<file path="src/rtl/adder_result_stage.sv">
// Registered result stage for an adder: captures sum, carry and derived flags
// behind a two-entry (output + skid) valid/ready buffer, and counts accepted results.
module adder_result_stage #(
  parameter int unsigned WIDTH = 32,
  parameter int unsigned CNT_W = 16
) (
  input  logic             i_clk,
  input  logic             i_rst,
  input  logic             i_valid,
  output logic             o_ready,
  input  logic [WIDTH-1:0] i_result,
  input  logic             i_cout,
  input  logic             i_a_msb,
  input  logic             i_b_msb,
  output logic             o_valid,
  input  logic             i_ready,
  output logic [WIDTH-1:0] o_result,
  output logic             o_carry,
  output logic             o_zero,
  output logic             o_neg,
  output logic             o_ovf,
  output logic [CNT_W-1:0] o_count
);

  localparam logic [1:0] EMPTY = 2'd0;
  localparam logic [1:0] ONE   = 2'd1;
  localparam logic [1:0] FULL  = 2'd2;

  localparam int unsigned WW = WIDTH + 4;

  logic [1:0]    state;
  logic [WW-1:0] in_word;
  logic [WW-1:0] out_word;
  logic [WW-1:0] skid_word;
  logic          in_zero;
  logic          in_neg;
  logic          in_ovf;
  logic          up;
  logic          dn;

  // Word layout: {result, carry, zero, neg, ovf}
  assign in_zero = (i_result == '0);
  assign in_neg  = i_result[WIDTH-1];
  assign in_ovf  = (i_a_msb == i_b_msb) && (i_result[WIDTH-1] != i_a_msb);
  assign in_word = {i_result, i_cout, in_zero, in_neg, in_ovf};

  assign up = i_valid && o_ready;
  assign dn = o_valid && i_ready;

  assign o_valid = (state != EMPTY);
  assign {o_result, o_carry, o_zero, o_neg, o_ovf} = out_word;

  always_ff @(posedge i_clk) begin
    if (i_rst) begin
      state     <= EMPTY;
      out_word  <= '0;
      skid_word <= '0;
      o_ready   <= 1'b1;
      o_count   <= '0;
    end else begin
      if (up) o_count <= o_count + CNT_W'(1);
      case (state)
        EMPTY: begin
          if (up) begin
            out_word <= in_word;
            state    <= ONE;
          end
        end
        ONE: begin
          if (up && dn) begin
            out_word <= in_word;
          end else if (up) begin
            skid_word <= in_word;
            state     <= FULL;
            o_ready   <= 1'b0;
          end else if (dn) begin
            state <= EMPTY;
          end
        end
        FULL: begin
          // o_ready is low here, so only a drain can occur
          if (dn) begin
            out_word <= skid_word;
            state    <= ONE;
            o_ready  <= 1'b1;
          end
        end
        default: begin
          state   <= EMPTY;
          o_ready <= 1'b1;
        end
      endcase
    end
  end

endmodule

</file>
<file path="config.mk">
export PLATFORM = sky130hd
export DESIGN_NAME = adder_result_stage
export DESIGN_NICKNAME = d
export VERILOG_FILES = /design/src/rtl/adder_result_stage.sv
export SDC_FILE = /design/constraint.sdc
export NUM_CORES = 1
export LEC_CHECK = 0
export ABC_AREA = 1
export BUFFER_PORTS_ARGS = -buffer_cell sky130_fd_sc_hd__buf_2
export CAP_MARGIN = 40
export CELL_PAD_IN_SITES_DETAIL_PLACEMENT = 0
export CELL_PAD_IN_SITES_GLOBAL_PLACEMENT = 1
export CORE_ASPECT_RATIO = 1.1
export CORE_MARGIN = 4
export CORE_UTILIZATION = 40
export DETAILED_ROUTE_END_ITERATION = 12
export GPL_ROUTABILITY_DRIVEN = 0
export GPL_TIMING_DRIVEN = 0
export PLACE_DENSITY = 0.81
export SLEW_MARGIN = 40
export SYNTH_ARGS = -nofsm -noshare
export SYNTH_HDL_FRONTEND = slang
export SYNTH_SLANG_ARGS = --single-unit
</file>
<file path="constraint.sdc">
create_clock -name i_clk -period 3.7 [get_ports i_clk]
set_clock_uncertainty 0.1 [all_clocks]
set_input_delay 0.37 -clock i_clk [delete_from_list [all_inputs] [get_ports i_clk]]
set_output_delay 0.37 -clock i_clk [all_outputs]
set_load 0.05 [all_outputs]
</file>
=== Word level (Yosys, flattened, before mapping) ===
Index checks and enable logic that the tools add are counted.

* Multiplexer cells: 14
* Bitwise logic cells: 2
* Eq/ne operators: 10
* Reduce and logical (&&, ||, !) cells: 12
* Add/subtract/negate cells: 1

{| class="wikitable"
|+ Operator list
! kind !! number
|-
| 36-bit two-way mux || 3
|-
| 36-bit case mux with 3 select lines || 1
|-
| 32-bit zero test || 1
|-
| 16-bit by 1-bit adder with 16-bit output, second input constant || 1
|-
| 4-bit AND reduction || 3
|-
| 2-bit two-way mux || 5
|-
| 2-bit != test, second input constant || 5
|-
| 2-bit case mux with 3 select lines || 1
|-
| 1-bit logical AND || 4
|-
| 1-bit two-way mux || 3
|-
| 3-bit != test, second input constant || 1
|-
| 1-bit case mux with 3 select lines || 1
|-
| 3-bit AND reduction || 1
|-
| 3-bit nonzero test || 1
|-
| 2-bit by 1-bit == test with 1-bit output, second input constant || 1
|-
| 2-bit == test, second input constant || 1
|-
| 2-bit zero test || 1
|-
| 1-bit NOT || 2
|-
| 2-bit nonzero test || 1
|-
| 1-bit == test || 1
|-
| 1-bit != test || 1
|}

* Input port bits: 39
* Word-level logic and storage cells: 44
* Register bits after elaboration: 91
* Output and inout bits: 54

=== Longest topological paths before layout ===
* Depth after elaboration: 6
* Mapped depth: 11
* Depth with buffers taken out: 9

=== Worst setup path before layout ===
No wires, ideal clock.

* Kind: register -> register
* Start point: register o_ready
* End point: register out_word[17]
* Path slack: 1.754 ns
* Setup time: 0.116 ns
* Period minus slack after synthesis: 1.946 ns
* Cell stages (with the launch flop): 10
* Buffers on the path: 2
* Required time: 3.484 ns
* Arrival time: 1.731 ns
* Cells stage by stage: dfxtp_1 nand2_2 nor2_2 nand2_1 nand2_1 nand2_1 buf_4 buf_2 o21ai_0 nor2_1

* Cells in the longest elaborated chain, start to end: 4
* Elaborated cells on any way between the ends: 5
* Classes of those cells: eq/ne: 2; reduce/logical: 3

{| class="wikitable"
|+ Ends and longest elaborated chain
! element !! line !! RTL
|-
| from (decl) || 10 || <nowiki>output logic o_ready,</nowiki>
|-
| from (signal assigned) || 58 || <nowiki>o_ready <= 1'b1;</nowiki>
|-
| from (signal assigned) || 75 || <nowiki>o_ready <= 1'b0;</nowiki>
|-
| from (signal assigned) || 85 || <nowiki>o_ready <= 1'b1;</nowiki>
|-
| 1-bit logical AND * || 47 || <nowiki>assign up = i_valid && o_ready;</nowiki>
|-
| 1-bit logical AND || 70 || <nowiki>if (up && dn) begin</nowiki>
|-
| 2-bit != test (no source line) || - ||
|-
| 4-bit AND reduction (no source line) * || - ||
|-
| to (signal assigned) || 65 || <nowiki>out_word <= in_word;</nowiki>
|-
| to (signal assigned) || 71 || <nowiki>out_word <= in_word;</nowiki>
|-
| to (signal assigned) || 83 || <nowiki>out_word <= skid_word;</nowiki>
|-
| to (decl) || 33 || <nowiki>logic [WW-1:0] out_word;</nowiki>
|}

Mark *: on every way between the ends. The rest lies on a longest branch, timed or not.
A chain may end at the register's enable or synchronous reset.

=== Worst setup path after layout ===
* Start point: register state[1]
* End point: register out_word[7]

* Cells in the longest elaborated chain, start to end: 5
* Elaborated cells on any way between the ends: 12
* Classes of those cells: eq/ne: 5; mux: 1; reduce/logical: 6

{| class="wikitable"
|+ Ends and longest elaborated chain
! element !! line !! RTL
|-
| from (decl) || 31 || <nowiki>logic [1:0] state;</nowiki>
|-
| from (signal assigned) || 55 || <nowiki>state <= EMPTY;</nowiki>
|-
| from (signal assigned) || 66 || <nowiki>state <= ONE;</nowiki>
|-
| from (signal assigned) || 74 || <nowiki>state <= FULL;</nowiki>
|-
| 2-bit nonzero test || 50 || <nowiki>assign o_valid = (state != EMPTY);</nowiki>
|-
| 1-bit logical AND || 48 || <nowiki>assign dn = o_valid && i_ready;</nowiki>
|-
| 1-bit logical AND || 70 ||
|-
| 2-bit != test (no source line) || - ||
|-
| 4-bit AND reduction (no source line) || - ||
|}

Parallel ways exist; a longest one is shown, timed or not.

==> results.sh <==
export IMPL_drive_gt1_share_pct=18.3
export IMPL_ys_types=24
export IMPL_grt_pass1_vias=3592
export IMPL_firstDrtPassIters=4
export IMPL_critPathMaxFanout=10
export IMPL_numCtsBuffers=9
export IMPL_die_width_microns=102
export IMPL_met1_usage_pct=25.1
export IMPL_die_h_microns=111
export IMPL_power_density_nw_per_um2=522
export IMPL_core_area_sq_um=9400
export IMPL_hold_viol_final=0
export IMPL_clkLatencyLatePin_ns=0.36
export IMPL_grt_max_degree=16
export IMPL_ios=93
export IMPL_slew_headroom_pct=60.3
export IMPL_drc=0
export IMPL_crit_required_ns=3.85
export IMPL_vias=3767
export IMPL_fin_nets=707
export IMPL_r2r_start="state[1]"
export IMPL_yosys_top_cells_count="123 x nor2_1, 97 x o21ai_0, 89 x dfxtp_1"
export IMPL_finalMaxSlewViolations=0
export IMPL_syn_inst=565
export IMPL_drt_vias_per_instance=4.77
export IMPL_rsz0062_at_grt="no"
export IMPL_post_cts_buffers=0
export IMPL_start_util_pct=41.1
export IMPL_postPlaceCellArea_sq_um=4460
export IMPL_yosysTopAreaCell="dfxtp_1"
export IMPL_wl_per_cell_microns=12.6
export IMPL_drt_iter0_drc=127
export IMPL_grt_busiest_layer="met2"
export IMPL_outcome="finished, final reports clean"
export IMPL_cts_sinks=89
export IMPL_cts_tree="done"
export IMPL_min_delay_path_class="input port to register"
export IMPL_io_buffers=91
export IMPL_htreeDepth=3
export IMPL_grtUsageTotal_pct=18.6
export IMPL_syn_mean_instance_area_sq_um=6.83
export IMPL_final_area_sq_um=4670
export IMPL_hp_start="i_result[31]"
export IMPL_dieArea_sq_um=11300
export IMPL_dp_hpwl_microns=7420
export IMPL_synth_most_common_cell="nor2_1"
export IMPL_multi_input_area_sq_um=1710
export IMPL_cap_viol_max_count=0
export IMPL_tns_ns=0
export IMPL_arrival_ns=2.00
export IMPL_synth_edf_count=0
export IMPL_end_kind="register"
export IMPL_fin_crit_sh_pct=49.9
export IMPL_async_flop_share_pct=0
export IMPL_seq_area_frac_synth_pct=46.1
export IMPL_ctsHoldBuffers=0
export IMPL_cts_root_buf="clkbuf_8"
export IMPL_synth_flop_cell="dfxtp_1"
export IMPL_ys_top_cells_by_area="dfxtp_1 46%, o21ai_0 13%, nor2_1 12%"
export IMPL_num_antenna_cells=0
export IMPL_clock_fmax_ghz=0.542
export IMPL_antenna_found_initial=0
export IMPL_start_kind="register"
export IMPL_regArea_sq_um=1780
export IMPL_clockBufferDepth=2
export IMPL_fin_crit_ns=1.85
export IMPL_met2_usage_pct=30.0
export IMPL_antenna_left=0
export IMPL_yosysWarnings=0
export IMPL_finalSetupViolCount=0
export IMPL_fillerInstances=997
export IMPL_peakVddDrop_uv=252
export IMPL_synth_top_area_share_pct=46.1
export IMPL_cp_startpoint="state[1]"
export IMPL_synth_fp_nets=605
export IMPL_grt_pass1_wl_microns=17000
export IMPL_area_delta_synth_final_pct=20.9
export IMPL_power_leakage_nw=2.09
export IMPL_crit_type="register to register"
export IMPL_synth_area_sq_um=3860
export IMPL_clkSlewWorstSetupHoldPaths_ns=0.09
export IMPL_grt_overflow=0
export IMPL_worstMarginPinSlew_ns=0.595
export IMPL_wl_microns=9940
export IMPL_cts_resized=0
export IMPL_rows=37
export IMPL_grt_use_met3_pct=3.27
export IMPL_yosys_register_bits=89
-- state kept, by name, summed over array words and instances (netlist names) --
signal / count
out_word: 35
skid_word: 35
o_count: 16
state: 2
o_ready: 1
-- stage by stage --
step | hold WS (ns) | worst slack, ns | cells | util, % | power [mW]
floorplan | 0.325 | 1.75 | 565 | - | 1.60
global placement | 0.333 | 1.76 | 773 | 47.5 | 1.77
detailed placement | 0.339 | 1.76 | 773 | 47.5 | 1.78
CTS | 0.197 | 1.90 | 789 | 49.7 | 2.47
global route | 0.215 | 1.64 | 789 | 49.7 | 2.58
finish | 0.206 | 1.85 | 789 | 49.7 | 2.44
-- per-layer routing --
layer / vias to the layer above / part of all wire, %
met5: - / 0
met4: 0 / 1.5
met3: 11 / 5.6
met2: 92 / 46
met1: 1663 / 47
li1: 2001 / -
-- path summary, 6_finish.rpt --
path	to	slack [ns]	depth (start not counted)
min reg2reg	skid_word[10]	0.35	2
max reg2reg	out_word[7]	1.85	9
min	skid_word[1]	0.21	3
max	out_word[7]	1.85	9
-- layout by cell type, fill, tap and decap left out --
master and instances:
dfxtp_1 89, nand4_1 5, clkbuf_1 19, buf_4 4
inv_6 1, nor2_2 2, buf_2 98, o21ai_1 8
inv_2 1, o211ai_1 1, nor3b_1 2, nor3_1 1
clkbuf_8 10, nand2_2 1, a21oi_1 43, bufinv_16 1
buf_6 1, nand2_1 86, xor2_1 2, ha_1 1
inv_4 1, clkinv_4 2, buf_1 1, nand3_1 12
o21ai_0 97, clkinvlp_4 1, o21a_1 2, nor2_1 123
inv_1 57
-- area by class of cell --
cell class | instances | area share (%)
Clock inverter | 5 | 1.37
Sequential cell | 89 | 38.2
Inverter | 59 | 4.80
Multi-Input combinational cell | 386 | 36.6
Tap cell | 117 | 3.14
Timing Repair Buffer | 91 | 9.76
Clock buffer | 11 | 3.03
Buffer | 31 | 3.16
-- power breakdown --
part | total, mW | switching [mW] | internal (mW) | leakage, nW
clock | 0.692 | 0.356 | 0.336 | 0.100
combinational | 0.655 | 0.486 | 0.169 | 1.26
sequential | 1.09 | 0.0424 | 1.05 | 0.729
-- critical path, cell delays in order (launching register included) --
cell     delay (ns)
dfxtp_1        0.35
inv_1          0.10
nor2_2         0.20
inv_1          0.13
buf_2          0.20
buf_2          0.21
nand2_1        0.07
o21ai_0        0.08
o21ai_0        0.24
nor2_1         0.07
-- cell families after synthesis --
logic type / count (synthesis) / share of synthesized area [%]
AOI/OAI and AO/OA: 151 / 19.8
xor gates and xnor gates: 2 / 0.454
DFF: 89 / 46.1
adders and majority gates: 1 / 0.324
buffers and inverters: 90 / 9.62
and+or+nand+nor: 232 / 23.7
Power figures use the tool's default switching activity.
